`src/rtl/ctrl_byte_arbiter.sv`:
```
// ctrl_byte_arbiter
// Merges two command byte streams (s0: SPI host bridge, s1: boot/preset
// sequencer) into the single in_byte/in_ready/next interface of the
// command controller. Each source has its own byte FIFO. Arbitration is
// command-atomic and round-robin on ties. A watchdog aborts a command that
// stalls mid-stream because its source has run dry.
//
// Ports:
//   clk, reset            system clock, asynchronous active-high reset
//   s0_byte/valid/ready   source 0 push interface (ready = FIFO not full)
//   s1_byte/valid/ready   source 1 push interface (ready = FIFO not full)
//   out_byte, out_ready   head byte of granted FIFO and its valid, to controller
//   next                  controller consume pulse, pops the granted FIFO
//   ctrl_idle             controller is in its READY state
//   grant                 one-hot granted source, 00 when none
//   ctrl_abort            one-cycle pulse, ORed into the controller reset
//   timeout_err           sticky watchdog flag, cleared by err_clear
module ctrl_byte_arbiter #(
  parameter int unsigned fifo_depth     = 16,
  parameter int unsigned timeout_cycles = 65536
) (
  input  logic       clk,
  input  logic       reset,
  input  logic [7:0] s0_byte,
  input  logic       s0_valid,
  output logic       s0_ready,
  input  logic [7:0] s1_byte,
  input  logic       s1_valid,
  output logic       s1_ready,
  output logic [7:0] out_byte,
  output logic       out_ready,
  input  logic       next,
  input  logic       ctrl_idle,
  output logic [1:0] grant,
  output logic       ctrl_abort,
  output logic       timeout_err,
  input  logic       err_clear
);

  localparam int unsigned AW = (fifo_depth > 1) ? $clog2(fifo_depth) : 1;
  localparam int unsigned CW = $clog2(fifo_depth + 1);
  localparam int unsigned TW = (timeout_cycles > 2) ? $clog2(timeout_cycles) : 1;
  localparam logic [CW-1:0] FULL_COUNT = CW'(fifo_depth);
  localparam logic [TW-1:0] TIMER_LAST = TW'(timeout_cycles - 1);

  typedef enum logic [1:0] {IDLE, LOCKED, ABORT} state_t;

  state_t        state, state_nx;
  logic [1:0]    grant_nx;
  logic          last_grant, last_grant_nx;
  logic          consumed, consumed_nx;
  logic [TW-1:0] timer, timer_nx;
  logic          timeout_err_nx;

  logic [7:0]    mem [2][fifo_depth];
  logic [AW-1:0] wptr [2];
  logic [AW-1:0] rptr [2];
  logic [CW-1:0] count [2];
  logic [7:0]    din [2];
  logic [1:0]    vin, full, empty, push, pop;
  logic          gidx, pop_any, starve, sel;

  always_comb begin
    din[0] = s0_byte;
    din[1] = s1_byte;
    vin    = {s1_valid, s0_valid};
    for (int unsigned i = 0; i < 2; i++) begin
      full[i]  = (count[i] == FULL_COUNT);
      empty[i] = (count[i] == '0);
      push[i]  = vin[i] && !full[i];
    end
  end

  assign s0_ready = !full[0];
  assign s1_ready = !full[1];

  // Granted FIFO index; only meaningful while grant is non-zero.
  assign gidx     = grant[1];
  assign out_byte = (grant != '0) ? mem[gidx][rptr[gidx]] : '0;
  // Once the command has consumed a byte and the controller is back in
  // READY, the next byte belongs to a new command and must wait for
  // re-arbitration.
  assign out_ready = (state == LOCKED) && !empty[gidx] && !(consumed && ctrl_idle);
  assign pop_any   = (state == LOCKED) && next && !empty[gidx];
  assign pop       = {pop_any && gidx, pop_any && !gidx};
  assign starve    = consumed && !ctrl_idle && empty[gidx] && !next;
  // Tie goes to the source that did not win last; otherwise the non-empty one.
  assign sel       = (empty == 2'b00) ? !last_grant : empty[0];

  always_ff @(posedge clk or posedge reset) begin
    if (reset) begin
      for (int unsigned i = 0; i < 2; i++) begin
        wptr[i]  <= '0;
        rptr[i]  <= '0;
        count[i] <= '0;
      end
    end else begin
      for (int unsigned i = 0; i < 2; i++) begin
        if (push[i]) wptr[i] <= wptr[i] + 1'b1;
        if (pop[i])  rptr[i] <= rptr[i] + 1'b1;
        if (push[i] && !pop[i])      count[i] <= count[i] + 1'b1;
        else if (!push[i] && pop[i]) count[i] <= count[i] - 1'b1;
      end
    end
  end

  always_ff @(posedge clk) begin
    for (int unsigned i = 0; i < 2; i++) begin
      if (push[i]) mem[i][wptr[i]] <= din[i];
    end
  end

  always_ff @(posedge clk or posedge reset) begin
    if (reset) begin
      state       <= IDLE;
      grant       <= '0;
      last_grant  <= 1'b1;
      consumed    <= 1'b0;
      timer       <= '0;
      timeout_err <= 1'b0;
    end else begin
      state       <= state_nx;
      grant       <= grant_nx;
      last_grant  <= last_grant_nx;
      consumed    <= consumed_nx;
      timer       <= timer_nx;
      timeout_err <= timeout_err_nx;
    end
  end

  always_comb begin
    state_nx       = state;
    grant_nx       = grant;
    last_grant_nx  = last_grant;
    consumed_nx    = consumed || pop_any;
    timer_nx       = timer;
    ctrl_abort     = 1'b0;
    timeout_err_nx = err_clear ? 1'b0 : timeout_err;
    unique case (state)
      IDLE: begin
        if (ctrl_idle && (empty != 2'b11)) begin
          grant_nx      = sel ? 2'b10 : 2'b01;
          last_grant_nx = sel;
          consumed_nx   = 1'b0;
          timer_nx      = '0;
          state_nx      = LOCKED;
        end
      end
      LOCKED: begin
        if (consumed && ctrl_idle) begin
          grant_nx = '0;
          state_nx = IDLE;
        end else if (pop_any) begin
          timer_nx = '0;
        end else if (starve) begin
          if (timer == TIMER_LAST) state_nx = ABORT;
          else                     timer_nx = timer + 1'b1;
        end
      end
      ABORT: begin
        // Offending FIFO keeps its bytes; only the grant is dropped.
        ctrl_abort     = 1'b1;
        timeout_err_nx = 1'b1;
        grant_nx       = '0;
        state_nx       = IDLE;
      end
      default: state_nx = IDLE;
    endcase
  end

endmodule

```
`config.mk`:
```
export PLATFORM = sky130hd
export DESIGN_NAME = ctrl_byte_arbiter
export DESIGN_NICKNAME = d
export VERILOG_FILES = /design/src/rtl/ctrl_byte_arbiter.sv
export SDC_FILE = /design/constraint.sdc
export NUM_CORES = 1
export LEC_CHECK = 0
export ABC_CLOCK_PERIOD_IN_PS = 6100
export BUFFER_PORTS_ARGS = -buffer_cell sky130_fd_sc_hd__buf_2
export CAP_MARGIN = 5
export CORE_MARGIN = 5
export CORE_UTILIZATION = 42
export DETAILED_ROUTE_END_ITERATION = 10
export GPL_TIMING_DRIVEN = 0
export SLEW_MARGIN = 25
export SYNTH_ARGS = -nofsm -noshare
export SYNTH_HDL_FRONTEND = slang
export SYNTH_SLANG_ARGS = --single-unit
```
`constraint.sdc`:
```
create_clock -name clk -period 6.1 [get_ports clk]
set_input_delay 0.305 -clock clk [delete_from_list [all_inputs] [get_ports clk]]
set_output_delay 0.305 -clock clk [all_outputs]
set_load 0.02 [all_outputs]
```
==> results of run 1 <==
area by class of cell:
| cell class | instances | area share, % |
|---|---|---|
| Inverter | 23 | 0.597 |
| Sequential cell | 305 | 59.9 |
| Tap cell | 396 | 3.33 |
| Antenna cell | 1 | 0.0168 |
| Multi-Input combinational cell | 487 | 26.8 |
| Clock buffer | 39 | 5.42 |
| Buffer | 43 | 1.37 |
| Timing Repair Buffer | 40 | 1.56 |
| Clock inverter | 15 | 0.993 |
worst min-delay path, cell delays in order:
cell,delay (ns)
buf_2,0.13
nand3_1,0.06
o21ai_0,0.07
sequential cells by signal (all words and copies together), names as in the netlist:
name,cells
mem,256
timer,16
count,10
rptr,8
wptr,8
grant,2
state,2
consumed,1
last_grant,1
timeout_err,1
placed cells by master (no fill, tap or decap), drive strengths merged, types with 4 or more instances in the layout:
cell type,n
o22ai,28
nand4,24
nand3,12
dfrtp,48
mux4,24
and2,6
a21oi,14
nor3,23
o211ai,4
a22oi,14
edfxtp,256
o31ai,8
nand2b,13
o221ai,8
mux2i,87
o21bai,6
mux2,4
inv,25
a211oi,4
clkbuf,56
a21o,8
nand2,41
clkinv,8
nor4,7
o21ai,17
ha,23
xnor2,19
nor2,36
and3b,9
or4,10
and3,4
o22a,4
or3,4
buf,64
stage by stage:
stage                     instances  cell area [sq um]  setup WS, ns  hold slack (ns)
final                          1349              14900          1.93           0.0464
after global placement         1291              13800          2.52            0.464
after CTS                      1348              14900          1.91           0.0308
after global routing           1348              14900          1.79           0.0748
after floorplan                 858              13100          3.24            0.404
after detailed placement       1292              13900          2.51            0.232
routing by layer:
layer / routed length [um] / share of wire (%) / track usage [%]
met1: 13300 / 45 / 24.3
met2: 14000 / 47 / 27.0
met3: 1780 / 6.0 / 2.63
met4: 716 / 2.4 / 4.04
met5: 0 / 0 / 0
power breakdown:
part           switching (W)  total [W]  internal, W
Clock               0.000784    0.00180      0.00102
Combinational        0.00146    0.00238     0.000916
Sequential          0.000157    0.00271      0.00255
final timing paths:
check	startpoint	end	slack, ns	cells after the start
worst max-delay path	rptr[1]	out_byte[4]	1.93	9
worst min-delay path	next	consumed	0.05	3
worst max register to register	grant[1]	count[9]	2.84	13
worst min register to register	timeout_err	timeout_err	0.48	1
max in group asynchronous	reset	last_grant	5.39	4
min in group asynchronous	reset	count[2]	0.20	3
cell families after synthesis:
| logic type | count (synthesis) | share of synthesized area [%] |
|---|---|---|
| DFF | 305 | 67.8 |
| and+or+nand+nor | 198 | 8.19 |
| AOI/OAI and AO/OA | 127 | 6.73 |
| muxes | 115 | 11.1 |
| buffers and inverters | 66 | 2.21 |
| adders and majority gates | 25 | 2.49 |
| xor gates and xnor gates | 22 | 1.47 |
what timing repair did:
item / 4_1_cts / 5_1_grt
endpoints found under the hold margin: 49 / 0
setup endpoints to repair: 0 / 0
hold buffers: 2 / 0
==> results.cfg, run 1 <==
[pwr]
p_per_area_mw_per_mm2 = 463
cellLeakagePower_nw = 5.29
max-vdd-ir-drop_mv = 0.284
power_w = 0.00689

[sta]
fin_skew_ns = 0.00826
final.period_utilization_pct = 68.3
finalHoldViolations = 0
worstMarginPinSlew_ns = 0.868
fin_setup_tns_ns = 0
setup-violations-final = 0
fin_crit_ns = 4.17
rsz0062_at_grt = false
relSlewSlack_pct = 41.9
maxSlewViolCount = 0
fmax_mhz = 240

[critical_path]
critPathMaxStageDelay_ns = 0.61
crit_top_cell = buf_2
critPathCaptureType = primary output
crit_slowest_cell = mux2i_1
worst-path-buf-inv = 4
critPathRequiredTime_ns = 5.79
worstPathMaxFanout = 10
crit_arrival_ns = 3.86
cp_cell_sequence = buf_2 > mux2i_1 > buf_4 > buf_2 > mux4_2 > a21o_1 > a21oi_1 > o2111ai_1 > buf_2
critPathKind = register to primary output
start_kind = register
cp_top_family = buffers and inverters

[grt]
grt_pass1_vias = 7574
grt_max_degree = 42
antenna_found_initial = 3
grt-ovfl-total = 0
grt_use_total_pct = 16.8
grt_pass1_wl_mm = 45.7

[clock_tree]
clk_path_buf_depth = 3
cts_root_buf = clkbuf_16
cts.sink_count = 305
post_cts_buffers = 0
clkTransAtPathRegs_ns = 0.06
numCtsBuffers = 31
cts_tree = yes
cts.repair.resized = 0
cts-htree-levels = 1
insertion_delay_ns = 0.57

[synthesis]
ys_ff_latch = 305
yosysWarnings = 0
yosys.area.top_type = edfxtp_1
synth_area_per_cell_sq_um = 15.3
synth-async-reset-ratio_pct = 16.1
synth_cell_types = 55
synth.top_cell.area_share_pct = 58.5
dominantRegCellSynth = edfxtp_1
synthCells = 858
yosysMostFrequentCell = edfxtp_1
syn_area_sq_mm = 0.0131
synth.area.top_cells = edfxtp_1 58%, dfrtp_1 9.1%, mux2i_1 6.6%
syn-num-nets = 906
synth-edff-count = 256
synth-seq-area-share_pct = 67.8
synth_commonest_cells = 256 x edfxtp_1, 87 x mux2i_1, 48 x dfrtp_1

[min_path]
hold_class = input port to register

[cells_and_area]
syn2layout_area_growth_pct = 13.2
fin_util_pct = 48.4
drive_gt1_share_pct = 16.9
ff_latch_area_sq_mm = 0.00891
multi_input_area_sq_mm = 0.00398
nets = 979
nFillCells = 2664

[floorplan]
initial_utilization_pct = 42.7
die_h_um = 187
row_count = 64
core_area_sq_mm = 0.0307
die_area_sq_mm = 0.0349
die_w_um = 187
ios = 38

[detailed_routing]
drc_errors = 0
ant_nets = 0
drt_iter0_drc = 631
drt-pass1-iter-count = 6
viasPerCell = 5.65
wl_mm = 29.9
num_vias = 7619
wl_per_cell_um = 22.1

[status]
status = completed

[run]
cap_violations = 0

[placed_design]
dp_hpwl_mm = 20.5
port_buffers = 37
gp_congestion = 0.879
No activity file was read; power rests on OpenSTA's default activity.
==> inputs of run 2 (changes only) <==
- ABC_CLOCK_PERIOD_IN_PS: 6100 -> 4000
- clock period: 6.1 -> 4 ns (I/O delays scaled with it)
==> run 2 against run 1 <==
  * Routed wire length about the same
  * Count of clock-buffer cells in the layout unchanged
  * Global-route usage about the same
  * Worst hold slack got worse by 0.019 ns
  * Sequential power increased by 52%
  * Total power increased by 53%
  * Combinational power increased by 53%
  * Clock skew increased by 0.0024 ns
==> results.cfg, run 2 (synthesized netlist as in run 1, its figures left out) <==
[clock_tree]
cts_tree = yes
post_cts_buffers = 0
cts_root_buf = clkbuf_16
clkTransAtPathRegs_ns = 0.06
cts.sink_count = 305
clk_path_buf_depth = 3
cts-htree-levels = 1
numCtsBuffers = 31
insertion_delay_ns = 0.57

[floorplan]
core_area_sq_mm = 0.0307
row_count = 64
ios = 38
initial_utilization_pct = 42.7
die_area_sq_mm = 0.0349
die_w_um = 187
die_h_um = 187

[cells_and_area]
nFillCells = 2659
num_antenna_cells = 0
layout_commonest_cell = edfxtp_1
nets = 982
design_area_sq_mm = 0.0149
syn2layout_area_growth_pct = 13.5
drive_gt1_share_pct = 17.0
largest_reg_flops = 256
multi_input_area_sq_mm = 0.00400
layout_common_cells = 256 x edfxtp_1, 86 x mux2i_1, 53 x buf_2
fin_util_pct = 48.5
ff_latch_area_sq_mm = 0.00891

[detailed_routing]
drt_iter0_drc = 594
viasPerCell = 5.66
dr_wl_met3_mm = 2.05
wl_met2_mm = 14.0
num_vias = 7645
top_layer = met4
ant_nets = 0
drc_errors = 0
drt-pass1-iter-count = 5
wl_mm = 29.9
drt-met1-wl_mm = 13.1
wl_per_cell_um = 22.1

[min_path]
hold_class = input port to register

[sta]
rsz0062_at_grt = false
relSlewSlack_pct = 40.8
worstMarginPinSlew_ns = 0.884
finalHoldViolations = 0
fin_setup_tns_ns = 0
maxSlewViolCount = 0
fin_crit_ns = 3.81
setup-violations-final = 0
final.period_utilization_pct = 95.3
fin_skew_ns = 0.0107
fmax_mhz = 262

[critical_path]
critPathRequiredTime_ns = 3.80
crit_top_cell = buf_2
crit_slowest_cell = or4_1
cp_cell_sequence = buf_2 > nand2b_1 > a21boi_1 > buf_2 > buf_2 > mux2i_1 > o221ai_1 > or4_1 > buf_2
cp_top_family = buffers and inverters
crit_arrival_ns = 3.61
critPathKind = register to primary output
worst-path-buf-inv = 4
critPathCaptureType = primary output
critPathMaxStageDelay_ns = 0.45
worstPathMaxFanout = 10
start_kind = register

[grt]
grt_use_total_pct = 16.8
grt_max_degree = 42
grt_pass1_vias = 7585
grt_pass1_wl_mm = 45.8
grt-ovfl-total = 0
antenna_found_initial = 3

[status]
status = completed

[placed_design]
dp_hpwl_mm = 20.5
gp_congestion = 0.879
placed_area_sq_mm = 0.0139
port_buffers = 37

[pwr]
max-vdd-ir-drop_mv = 0.434
cellLeakagePower_nw = 5.31
p_per_area_mw_per_mm2 = 707

[run]
cap_violations = 0
==> run 2: cell count changes in the layout (fill, tap and decap cells not counted) <==
cell and delta:
mux2i_1 -1, mux2i_4 +1, a21boi_1 +1, diode_2 -1, dlygate4sd3_1 +3, a21boi_0 -1
==> run 2: metal layers <==
metal / track usage (%) / up-vias
met1: 24.3 / 3818
li1: - / 3513
met5: 0 / -
met4: 4.04 / 0
met3: 2.67 / 50
met2: 27.0 / 264
==> run 2: worst reg2reg max path, cell delays in order (launching register included) <==
cell,delay (ns)
dfrtp_1,0.44
buf_2,0.22
buf_4,0.20
clkbuf_1,0.26
nor3_1,0.65
inv_1,0.10
ha_1,0.23
inv_1,0.14
ha_1,0.28
a21o_1,0.18
a21oi_1,0.16
xnor2_1,0.14
nor2_1,0.07
xnor2_1,0.13
==> run 2: repair_timing <==
item	in CTS	in global routing
endpoints found under the hold margin	51	0
setup endpoints to repair	5	4
hold buffers	5	0
pin swaps	0	0
resized for setup	1	2
==> run 2: through the flow <==
step           hold WS, ns  power [W]  cells  worst slack, ns
2_1_floorplan        0.299    0.00668    858             1.14
3_3_place_gp         0.464    0.00776   1291            0.527
3_5_place_dp         0.127    0.00784   1292            0.514
4_1_cts            0.00683     0.0106   1351           0.0759
5_1_grt             0.0210     0.0111   1351          0.00200
6_report            0.0272     0.0105   1351            0.187
==> run 2: cell type report <==
cell class                 count  area share [%]
buffer                        43            1.37
clock buffer                  39            5.40
clock inverter                15           0.990
inverter                      23           0.596
multi-input combinational    487            26.8
sequential                   305            59.8
tap                          396            3.32
timing repair buffer          43            1.76
==> run 2: worst paths after layout <==
check | cells after the start | from | end | slack, ns
worst min-delay path | 1 | s0_byte[3] | mem[0][83] | 0.03
worst min register to register | 1 | timeout_err | timeout_err | 0.48
min in group asynchronous | 3 | reset | wptr[2] | 0.09
max in group asynchronous | 4 | reset | last_grant | 3.39
worst max-delay path | 9 | grant[1] | out_byte[1] | 0.19
worst max register to register | 13 | grant[1] | count[9] | 0.70
==> run 2: report_power, final <==
part / switching, W / total, W / internal, W / leakage, nW
sequential: 0.000243 / 0.00413 / 0.00389 / 2.94
combinational: 0.00224 / 0.00365 / 0.00141 / 1.91
clock: 0.00119 / 0.00275 / 0.00156 / 0.459
==> inputs of run 3 (changes only) <==
- RECOVER_POWER: not set -> 100
==> run 3 against run 2 <==
  * The flow now finishes with violations (max-capacitance violations, max-slew violations)
  * Clock power hardly changed
  * Clock skew shrank 0.0037 ns
  * Cell count hardly changed
  * Critical endpoint is now out_byte[0]
==> results.cfg, run 3 (synthesized netlist as in run 1, its figures left out) <==
[clock_tree]
cts_root_buf = clkbuf_16
numCtsBuffers = 31
clk_path_buf_depth = 3
cts-htree-levels = 1
cts.sink_count = 305
insertion_delay_ns = 0.57
clkTransAtPathRegs_ns = 0.06
cts_tree = yes

[status]
status = finished with violations
violations = max-capacitance violations, max-slew violations

[detailed_routing]
viasPerCell = 5.61
drt_iter0_drc = 525
drc_errors = 0
num_vias = 7590
wl_per_cell_um = 22.1
ant_nets = 0
drt-pass1-iter-count = 5
wl_mm = 29.9

[critical_path]
start_kind = register
critPathKind = register to primary output
worstPathMaxFanout = 10
critPathCaptureType = primary output
critPathRequiredTime_ns = 3.80
crit_arrival_ns = 3.68

[sta]
maxSlewViolCount = 42
fmax_mhz = 258
final.period_utilization_pct = 97.0
fin_skew_ns = 0.00702
worstMarginPinSlew_ns = 2.35
relSlewSlack_pct = -56.4
rsz0062_at_grt = false
fin_crit_ns = 3.88
finalHoldViolations = 0
setup-violations-final = 0
fin_setup_tns_ns = 0

[cells_and_area]
layout_common_cells = 256 x edfxtp_1, 86 x mux2i_1, 50 x clkbuf_1
syn2layout_area_growth_pct = 12.7
design_area_sq_mm = 0.0148
ff_latch_area_sq_mm = 0.00891
multi_input_area_sq_mm = 0.00394
nFillCells = 2684
drive_gt1_share_pct = 13.2
nets = 982
layout_commonest_cell = edfxtp_1
largest_reg_flops = 256

[floorplan]
ios = 38
die_h_um = 187
initial_utilization_pct = 42.7
core_area_sq_mm = 0.0307
die_w_um = 187
row_count = 64
die_area_sq_mm = 0.0349

[placed_design]
port_buffers = 37
dp_hpwl_mm = 20.5
gp_congestion = 0.879
placed_area_sq_mm = 0.0139

[grt]
grt-ovfl-total = 0
antenna_found_initial = 3
use_met3_pct = 2.67
grtUsageMet2_pct = 27.0
top_usage_layer = met2
grt_max_degree = 42
grt_pass1_wl_mm = 45.8
grt_use_total_pct = 16.8
met1_usage_pct = 24.3
grt_pass1_vias = 7585

[pwr]
cellLeakagePower_nw = 5.21
power_w = 0.0105
max-vdd-ir-drop_mv = 0.435
p_per_area_mw_per_mm2 = 709

[run]
cap_violations = 1

[min_path]
hold_class = input port to asynchronous set/reset pin
## run 3: changes by cell type in the layout (fill, tap and decap cells not counted), moves of 2 or more
cell      previous run  this run
and2_0               0         2
or4_4                2         0
or4_1                8        10
nor3_1              15        23
and2_1               6         4
buf_4                4         2
buf_2               53        29
nor3_2               8         0
clkbuf_1            25        50
## run 3: final timing paths
kind	slack [ns]	endpoint	depth (start not counted)	start
max	0.12	out_byte[0]	10	rptr[1]
min	0.17	count[2]	3	reset
max reg2reg	0.70	count[9]	13	grant[1]
min reg2reg	0.48	timeout_err	1	timeout_err
max in group asynchronous	1.29	timer[11]	4	reset
min in group clk	0.19	mem[0][83]	1	s0_byte[3]
## run 3: metal layers
metal  routed length, um  up-vias  share of wire, %
li1                    -     3509                 -
met1               13500     3820                45
met2               14000      210                47
met3                1640       51               5.5
met4                 708        0               2.4
met5                   0        -                 0
## run 3: worst max-delay path, cell delays in order, from the launching register on
cell	delay [ns]
dfrtp_1	0.39
buf_2	0.23
mux2i_4	0.31
clkbuf_2	0.40
clkbuf_4	0.39
buf_4	0.28
mux2i_1	0.22
o22ai_1	0.14
a22oi_1	0.29
o211ai_1	0.23
buf_2	0.22
## run 3: layout make-up
cell class	instances	share of cell area (%)
Inverter	23	0.592
Clock buffer	39	5.44
Multi-Input combinational cell	487	26.6
Clock inverter	15	0.997
Buffer	43	1.35
Timing Repair Buffer	43	1.42
Tap cell	396	3.35
Sequential cell	305	60.2
Antenna cell	1	0.0169
## run 3: what timing repair did
action,CTS,global route
hold buffers,5,0
buffers inserted,0,0
endpoints found under the hold margin,51,0
endpoints found under the setup margin,5,4
gates resized for setup,1,2
## run 3: metrics by stage
step,cells,utilization (%),hold slack [ns],setup slack [ns]
after global routing,1351,48.1,0.213,0.00200
after global placement,1291,45.0,0.464,0.527
after detailed placement,1292,45.2,0.127,0.514
final,1352,48.2,0.170,0.120
after floorplan,858,-,0.299,1.14
after CTS,1351,48.5,0.00683,0.0759
## run 3: report_power, final
group          switching, W  internal [W]  leakage, nW
combinational       0.00221       0.00139         1.81
sequential         0.000240       0.00389         2.94
clock               0.00120       0.00156        0.459
